[src/rtl/sh4_fetch_redirect_pkg.sv]
// Shared types and constants for the SH-4 fetch redirect unit: state encoding,
// reset fetch address and a helper for halfword-aligning branch targets.
package sh4_fetch_redirect_pkg;

  localparam logic [31:0] RESET_PC_DEFAULT = 32'hA000_0000;

  typedef enum logic [0:0] {
    ST_SEQ     = 1'b0,
    ST_DS_WAIT = 1'b1
  } fr_state_e;

  function automatic logic [31:0] align_half(input logic [31:0] addr);
    return {addr[31:1], 1'b0};
  endfunction

endpackage

[src/rtl/sh4_fetch_redirect_if.sv]
// Bundle between the redirect unit and its surroundings: branch/exception inputs,
// the if_req/if_ready fetch handshake, registered pulses and the debug state.
interface sh4_fetch_redirect_if;
  import sh4_fetch_redirect_pkg::*;

  logic        br_valid;
  logic        br_taken;
  logic        br_delayslot;
  logic        br_write_pr;
  logic [31:0] br_target;
  logic [31:0] br_pc;
  logic        ds_retire;
  logic        exc_valid;
  logic [31:0] exc_vector;

  // Handshake: a fetch of if_addr transfers on a rising edge where if_req and
  // if_ready are both high; while if_ready is low and no redirect occurs the
  // request and address stay stable; a redirect may withdraw if_req at any time.
  logic        if_req;
  logic [31:0] if_addr;
  logic        if_ready;

  logic        flush;
  logic        pr_wen;
  logic [31:0] pr_wdata;
  logic        addr_err;
  logic        slot_illegal;
  fr_state_e   state;

  modport master (
    input  br_valid, br_taken, br_delayslot, br_write_pr, br_target, br_pc,
    input  ds_retire, exc_valid, exc_vector, if_ready,
    output if_req, if_addr, flush, pr_wen, pr_wdata, addr_err, slot_illegal, state
  );

  modport slave (
    output br_valid, br_taken, br_delayslot, br_write_pr, br_target, br_pc,
    output ds_retire, exc_valid, exc_vector, if_ready,
    input  if_req, if_addr, flush, pr_wen, pr_wdata, addr_err, slot_illegal, state
  );

endinterface

[src/rtl/sh4_fetch_redirect.sv]
// SH-4 fetch address sequencer: sequential halfword fetch, immediate and
// delay-slot branch redirects, exception redirects, PR writes and error pulses.
module sh4_fetch_redirect
  import sh4_fetch_redirect_pkg::*;
#(
  parameter logic [31:0] RESET_PC = RESET_PC_DEFAULT
) (
  input  logic                  clk,
  input  logic                  rst_n,
  sh4_fetch_redirect_if.master  bus
);

  fr_state_e   state_q, state_d;
  logic [31:0] pc_q, pc_d;
  logic [31:0] pend_q, pend_d;
  logic [31:0] pr_wdata_q, pr_wdata_d;
  logic        run_q;
  logic        flush_q, flush_d;
  logic        pr_wen_q, pr_wen_d;
  logic        addr_err_q, addr_err_d;
  logic        slot_illegal_q, slot_illegal_d;
  logic        req;
  logic        taken;

  assign taken = bus.br_valid & bus.br_taken;

  always_comb begin
    state_d        = state_q;
    pc_d           = pc_q;
    pend_d         = pend_q;
    pr_wdata_d     = pr_wdata_q;
    flush_d        = 1'b0;
    pr_wen_d       = 1'b0;
    addr_err_d     = 1'b0;
    slot_illegal_d = 1'b0;
    req            = 1'b0;

    // Exceptions win over everything, including a branch in the same cycle.
    if (bus.exc_valid) begin
      pc_d    = bus.exc_vector;
      pend_d  = '0;
      state_d = ST_SEQ;
      flush_d = 1'b1;
    end else if (state_q == ST_SEQ) begin
      if (taken) begin
        addr_err_d = bus.br_target[0];
        if (bus.br_write_pr) begin
          pr_wen_d   = 1'b1;
          pr_wdata_d = bus.br_pc + 32'd4;
        end
        if (bus.br_delayslot) begin
          pend_d  = align_half(bus.br_target);
          state_d = ST_DS_WAIT;
        end else begin
          pc_d    = align_half(bus.br_target);
          flush_d = 1'b1;
        end
      end else begin
        // run_q keeps the request low until the first edge after reset release.
        req = run_q;
        if (req && bus.if_ready) pc_d = pc_q + 32'd2;
      end
    end else begin
      // A branch inside a delay slot is illegal and otherwise ignored.
      slot_illegal_d = bus.br_valid;
      if (bus.ds_retire) begin
        pc_d    = pend_q;
        state_d = ST_SEQ;
        flush_d = 1'b1;
      end
    end
  end

  always_ff @(posedge clk or negedge rst_n) begin
    if (!rst_n) begin
      state_q        <= ST_SEQ;
      pc_q           <= RESET_PC;
      pend_q         <= '0;
      pr_wdata_q     <= '0;
      run_q          <= 1'b0;
      flush_q        <= 1'b0;
      pr_wen_q       <= 1'b0;
      addr_err_q     <= 1'b0;
      slot_illegal_q <= 1'b0;
    end else begin
      state_q        <= state_d;
      pc_q           <= pc_d;
      pend_q         <= pend_d;
      pr_wdata_q     <= pr_wdata_d;
      run_q          <= 1'b1;
      flush_q        <= flush_d;
      pr_wen_q       <= pr_wen_d;
      addr_err_q     <= addr_err_d;
      slot_illegal_q <= slot_illegal_d;
    end
  end

  assign bus.if_req       = req;
  assign bus.if_addr      = pc_q;
  assign bus.flush        = flush_q;
  assign bus.pr_wen       = pr_wen_q;
  assign bus.pr_wdata     = pr_wdata_q;
  assign bus.addr_err     = addr_err_q;
  assign bus.slot_illegal = slot_illegal_q;
  assign bus.state        = state_q;

endmodule

[src/flat_wrapper.sv]
// flat-port wrapper written by rule: the top's interface ports become plain ports
module sh4_fetch_redirect_flat import sh4_fetch_redirect_pkg::*;
#(
  parameter logic [31:0] RESET_PC = RESET_PC_DEFAULT
)
  (clk, rst_n, bus_br_valid, bus_br_taken, bus_br_delayslot, bus_br_write_pr, bus_br_target, bus_br_pc, bus_ds_retire, bus_exc_valid, bus_exc_vector, bus_if_ready, bus_if_req, bus_if_addr, bus_flush, bus_pr_wen, bus_pr_wdata, bus_addr_err, bus_slot_illegal, bus_state);
  sh4_fetch_redirect_if bus_i ();
  input  logic clk;
  input  logic rst_n;
  input wire logic [$bits(bus_i.br_valid)-1:0] bus_br_valid;
  input wire logic [$bits(bus_i.br_taken)-1:0] bus_br_taken;
  input wire logic [$bits(bus_i.br_delayslot)-1:0] bus_br_delayslot;
  input wire logic [$bits(bus_i.br_write_pr)-1:0] bus_br_write_pr;
  input wire logic [$bits(bus_i.br_target)-1:0] bus_br_target;
  input wire logic [$bits(bus_i.br_pc)-1:0] bus_br_pc;
  input wire logic [$bits(bus_i.ds_retire)-1:0] bus_ds_retire;
  input wire logic [$bits(bus_i.exc_valid)-1:0] bus_exc_valid;
  input wire logic [$bits(bus_i.exc_vector)-1:0] bus_exc_vector;
  input wire logic [$bits(bus_i.if_ready)-1:0] bus_if_ready;
  output wire logic [$bits(bus_i.if_req)-1:0] bus_if_req;
  output wire logic [$bits(bus_i.if_addr)-1:0] bus_if_addr;
  output wire logic [$bits(bus_i.flush)-1:0] bus_flush;
  output wire logic [$bits(bus_i.pr_wen)-1:0] bus_pr_wen;
  output wire logic [$bits(bus_i.pr_wdata)-1:0] bus_pr_wdata;
  output wire logic [$bits(bus_i.addr_err)-1:0] bus_addr_err;
  output wire logic [$bits(bus_i.slot_illegal)-1:0] bus_slot_illegal;
  output wire logic [$bits(bus_i.state)-1:0] bus_state;
  assign bus_i.br_valid = bus_br_valid;
  assign bus_i.br_taken = bus_br_taken;
  assign bus_i.br_delayslot = bus_br_delayslot;
  assign bus_i.br_write_pr = bus_br_write_pr;
  assign bus_i.br_target = bus_br_target;
  assign bus_i.br_pc = bus_br_pc;
  assign bus_i.ds_retire = bus_ds_retire;
  assign bus_i.exc_valid = bus_exc_valid;
  assign bus_i.exc_vector = bus_exc_vector;
  assign bus_i.if_ready = bus_if_ready;
  assign bus_if_req = bus_i.if_req;
  assign bus_if_addr = bus_i.if_addr;
  assign bus_flush = bus_i.flush;
  assign bus_pr_wen = bus_i.pr_wen;
  assign bus_pr_wdata = bus_i.pr_wdata;
  assign bus_addr_err = bus_i.addr_err;
  assign bus_slot_illegal = bus_i.slot_illegal;
  assign bus_state = bus_i.state;
  sh4_fetch_redirect #(.RESET_PC(RESET_PC)) u_core (.clk(clk), .rst_n(rst_n), .bus(bus_i));
endmodule
[config.mk]
export PLATFORM = sky130hd
export DESIGN_NAME = sh4_fetch_redirect_flat
export DESIGN_NICKNAME = d
export VERILOG_FILES = /design/src/rtl/sh4_fetch_redirect_pkg.sv /design/src/rtl/sh4_fetch_redirect_if.sv /design/src/rtl/sh4_fetch_redirect.sv /design/src/flat_wrapper.sv
export SDC_FILE = /design/constraint.sdc
export NUM_CORES = 1
export LEC_CHECK = 0
export BUFFER_PORTS_ARGS = -buffer_cell sky130_fd_sc_hd__buf_2
export CAP_MARGIN = 20
export CORE_MARGIN = 1
export CORE_UTILIZATION = 56
export DETAILED_ROUTE_END_ITERATION = 8
export GPL_TIMING_DRIVEN = 1
export PLACE_DENSITY_LB_ADDON = 0.1
export SLEW_MARGIN = 10
export SYNTH_ARGS = -nofsm -noshare
export SYNTH_HDL_FRONTEND = slang
export SYNTH_SLANG_ARGS = --single-unit
[constraint.sdc]
create_clock -name clk -period 3 [get_ports clk]
set_input_delay 0.6 -clock clk [delete_from_list [all_inputs] [get_ports clk]]
set_output_delay 0.6 -clock clk [all_outputs]
set_load 0.1 [all_outputs]
==> results.cfg <==
[placement]
place.port_buffers = 174
hpwl_um = 11320
gpl.final_weighted_congestion = 0.8509
preCtsSetupSlack_ns = 0.4228

[pwr]
p_leak_nw = 3.149
clockPowerShare = 0.180
combPwrFrac = 0.433
power.switching_mw = 2.197
swShare = 0.5018
vdd_drop_max_v = 0.0004503
powerDensity_nw_per_um2 = 638.5
p_seq_frac = 0.387
intPower_mw = 2.182

[clock_tree]
htreeDepth = 3
clock_latency_ns = 0.36
clock_sinks = 101
postCtsHoldBufs = 0
path_clk_slew_ns = 0.10
ctsRootBufferMaster = clkbuf_8
clk_path_buf_depth = 2
cts_tree = built
post_cts_buffers = 0
cts_made_buffers = 9
cts_resized = 0

[synth]
ys_types = 60
ys_ff_latch = 101
synth_most_common_cell = dfrtp_1
synth-main-ff-cell = dfrtp_1
synth-edff-count = 0
async_reset_ff_frac = 1.000
netlist_top_cells_count = dfrtp_1 (99), nand2_1 (87), o21ai_0 (80)
ys_warn_count = 0
synthTopCellsByArea = dfrtp_1 (43%), o21ai_0 (7.0%), nand2_1 (5.7%)
syn_area_per_cell_um2 = 8.844
synth_fp_nets = 753
seq_area_frac_synth = 0.4428
synth_top_area_share = 0.4336
yosys.area.top_type = dfrtp_1
synth_area_um2 = 5713
syn_inst = 646

[setup_path]
arrival_ns = 2.60
cp-end-kind = flop
critPathLaunchType = flop
r2r_cells = 6
critical_path.startpoint = u_core.bus.state
r2r_slack_ns = 0.68
timing.rr.end = u_core.bus.if_addr[27]
worstSetupPathType = reg -> reg
crit_path_max_fanout = 39
required_ns = 3.29
cp-endpoint = u_core.bus.if_addr[27]
reg2reg_from = u_core.bus.state

[routing]
route.detailed.drc = 0
final_antenna_net_count = 0
drt-initial-drc-count = 392
vias_per_cell = 5.921
vias = 5536
drt_pass1_iterations = 5
drt-total-wl_um = 15570
wl_per_cell_um = 16.66

[timing]
fin_tns_setup_ns = 0
fin_crit_ns = 2.316
fin_ws_ns = 0.6839
setup_viol = 0
hold_violations = 0
worst_pin_slew_ns = 0.7664
relSlewSlack = 0.4890
finalClockSkew_ns = 0.008832
final-max-slew-violation-count = 0
rsz0062_at_grt = no
fmax_ghz = 0.4318
fin_crit_sh = 0.7720

[layout]
multi_input_area_um2 = 2942
syn2layout_area_growth_pct = 20.06
fin_nets = 904
final-seq-area_um2 = 2531
fillers = 854
drive_gt1_frac = 0.2759

[hold_path]
hold_path_class = in -> async

[floorplanning]
start_util = 0.5818
die_height_um = 103.0
core-area_um2 = 9819
die_w_um = 103.0
io_pins = 175
die_area_um2 = 10610
floorplan.rows = 36

[global_routing]
grt_max_degree = 67
met1_usage = 0.4142
globalRouteMet3Util = 0.06712
grt-ovfl-total = 0
antenna_found_initial = 2
grt.busiest_layer = met2
globalRouteTotalUtil = 0.3032
met2_usage = 0.4810
grt_pass1_wl_um = 24670
grt_pass1_vias = 5068

[status]
status = complete, no violations

[run]
cap_viol_max_count = 0
cell type report:
type,count,share of cell area
Antenna cell,1,0.0003648
Clock buffer,11,0.02061
Clock inverter,4,0.003648
Inverter,12,0.006567
Multi-Input combinational cell,485,0.4289
Sequential cell,101,0.3690
Tap cell,133,0.02426
Timing Repair Buffer,188,0.1467
cells by family (layout without fill, tap and decap cells):
family / count (synthesis) / in the layout / share of synthesized area
fa+ha+maj: 2 / 2 / 0.004380
compound gates: 230 / 230 / 0.2536
flops: 101 / 101 / 0.4428
other cells: 1 / 2 / 0.0006564
xor+xnor: 25 / 25 / 0.03833
simple gates: 227 / 227 / 0.2159
buf+inv: 60 / 215 / 0.04424
state kept, by name (all words and copies together), names as in the netlist:
signal,cells
u_core.bus.if_addr,32
u_core.bus.pr_wdata,32
u_core.pend_q,31
u_core.bus.addr_err,1
u_core.bus.flush,1
u_core.bus.pr_wen,1
u_core.bus.slot_illegal,1
u_core.bus.state,1
u_core.run_q,1
worst min-delay path by stage:
stage / end / slack (ns) / cells after the start
floorplan: u_core.bus.addr_err / 0.30 / 0
global placement: u_core.bus.pr_wdata[3] / 0.46 / 2
detailed placement: u_core.bus.pr_wdata[0] / 0.46 / 2
CTS: u_core.bus.pr_wdata[10] / 0.20 / 1
global route: u_core.bus.if_addr[24] / 0.22 / 1
finish: u_core.bus.if_addr[25] / 0.20 / 1
cell usage in the layout (no fill, tap or decap), drive strengths merged, types with 16 or more instances in the layout:
cell,count
a22oi,16
nand2,87
nor2b,17
dfrtp,99
nand3,21
a31oi,20
xor2,19
a22o,34
nand4,18
o21ai,82
buf,188
a21oi,43
nor2,25
power by group through the flow:
stage / logic (mW) / registers (mW) / clock network, mW
3_3_place_gp: 1.88 / 1.70 / 0
2_1_floorplan: 0.351 / 2.85 / 0
4_1_cts: 1.90 / 1.69 / 0.800
5_1_grt: 2.00 / 1.72 / 0.857
6_report: 1.90 / 1.70 / 0.787
3_5_place_dp: 1.90 / 1.72 / 0
metal layers:
layer | share of wire | routed length (um)
met5 | 0.00077 | 12
met4 | 0.016 | 245
met3 | 0.075 | 1166
met2 | 0.48 | 7467
met1 | 0.43 | 6680
per-stage QoR:
step	area [um2]	hold WS, ns	util	instances	power, mW
after CTS	6857	0.2030	0.6983	934	4.392
final	6859	0.1995	0.6985	935	4.379
after detailed placement	6690	0.4582	0.6813	919	3.617
after global placement	6690	0.4557	0.6813	919	3.581
after floorplan	5714	0.3044	-	646	3.202
after global routing	6859	0.2174	0.6985	935	4.572
worst max-delay path, cell delays in order (launching register included):
cell and delay [ns]:
dfrtp_2 0.75, nand2b_1 0.14, nor2_1 0.18, a21o_1 0.60, buf_4 0.34, a21oi_1 0.06, o22ai_1 0.16
No activity file was read; power rests on OpenSTA's default activity.
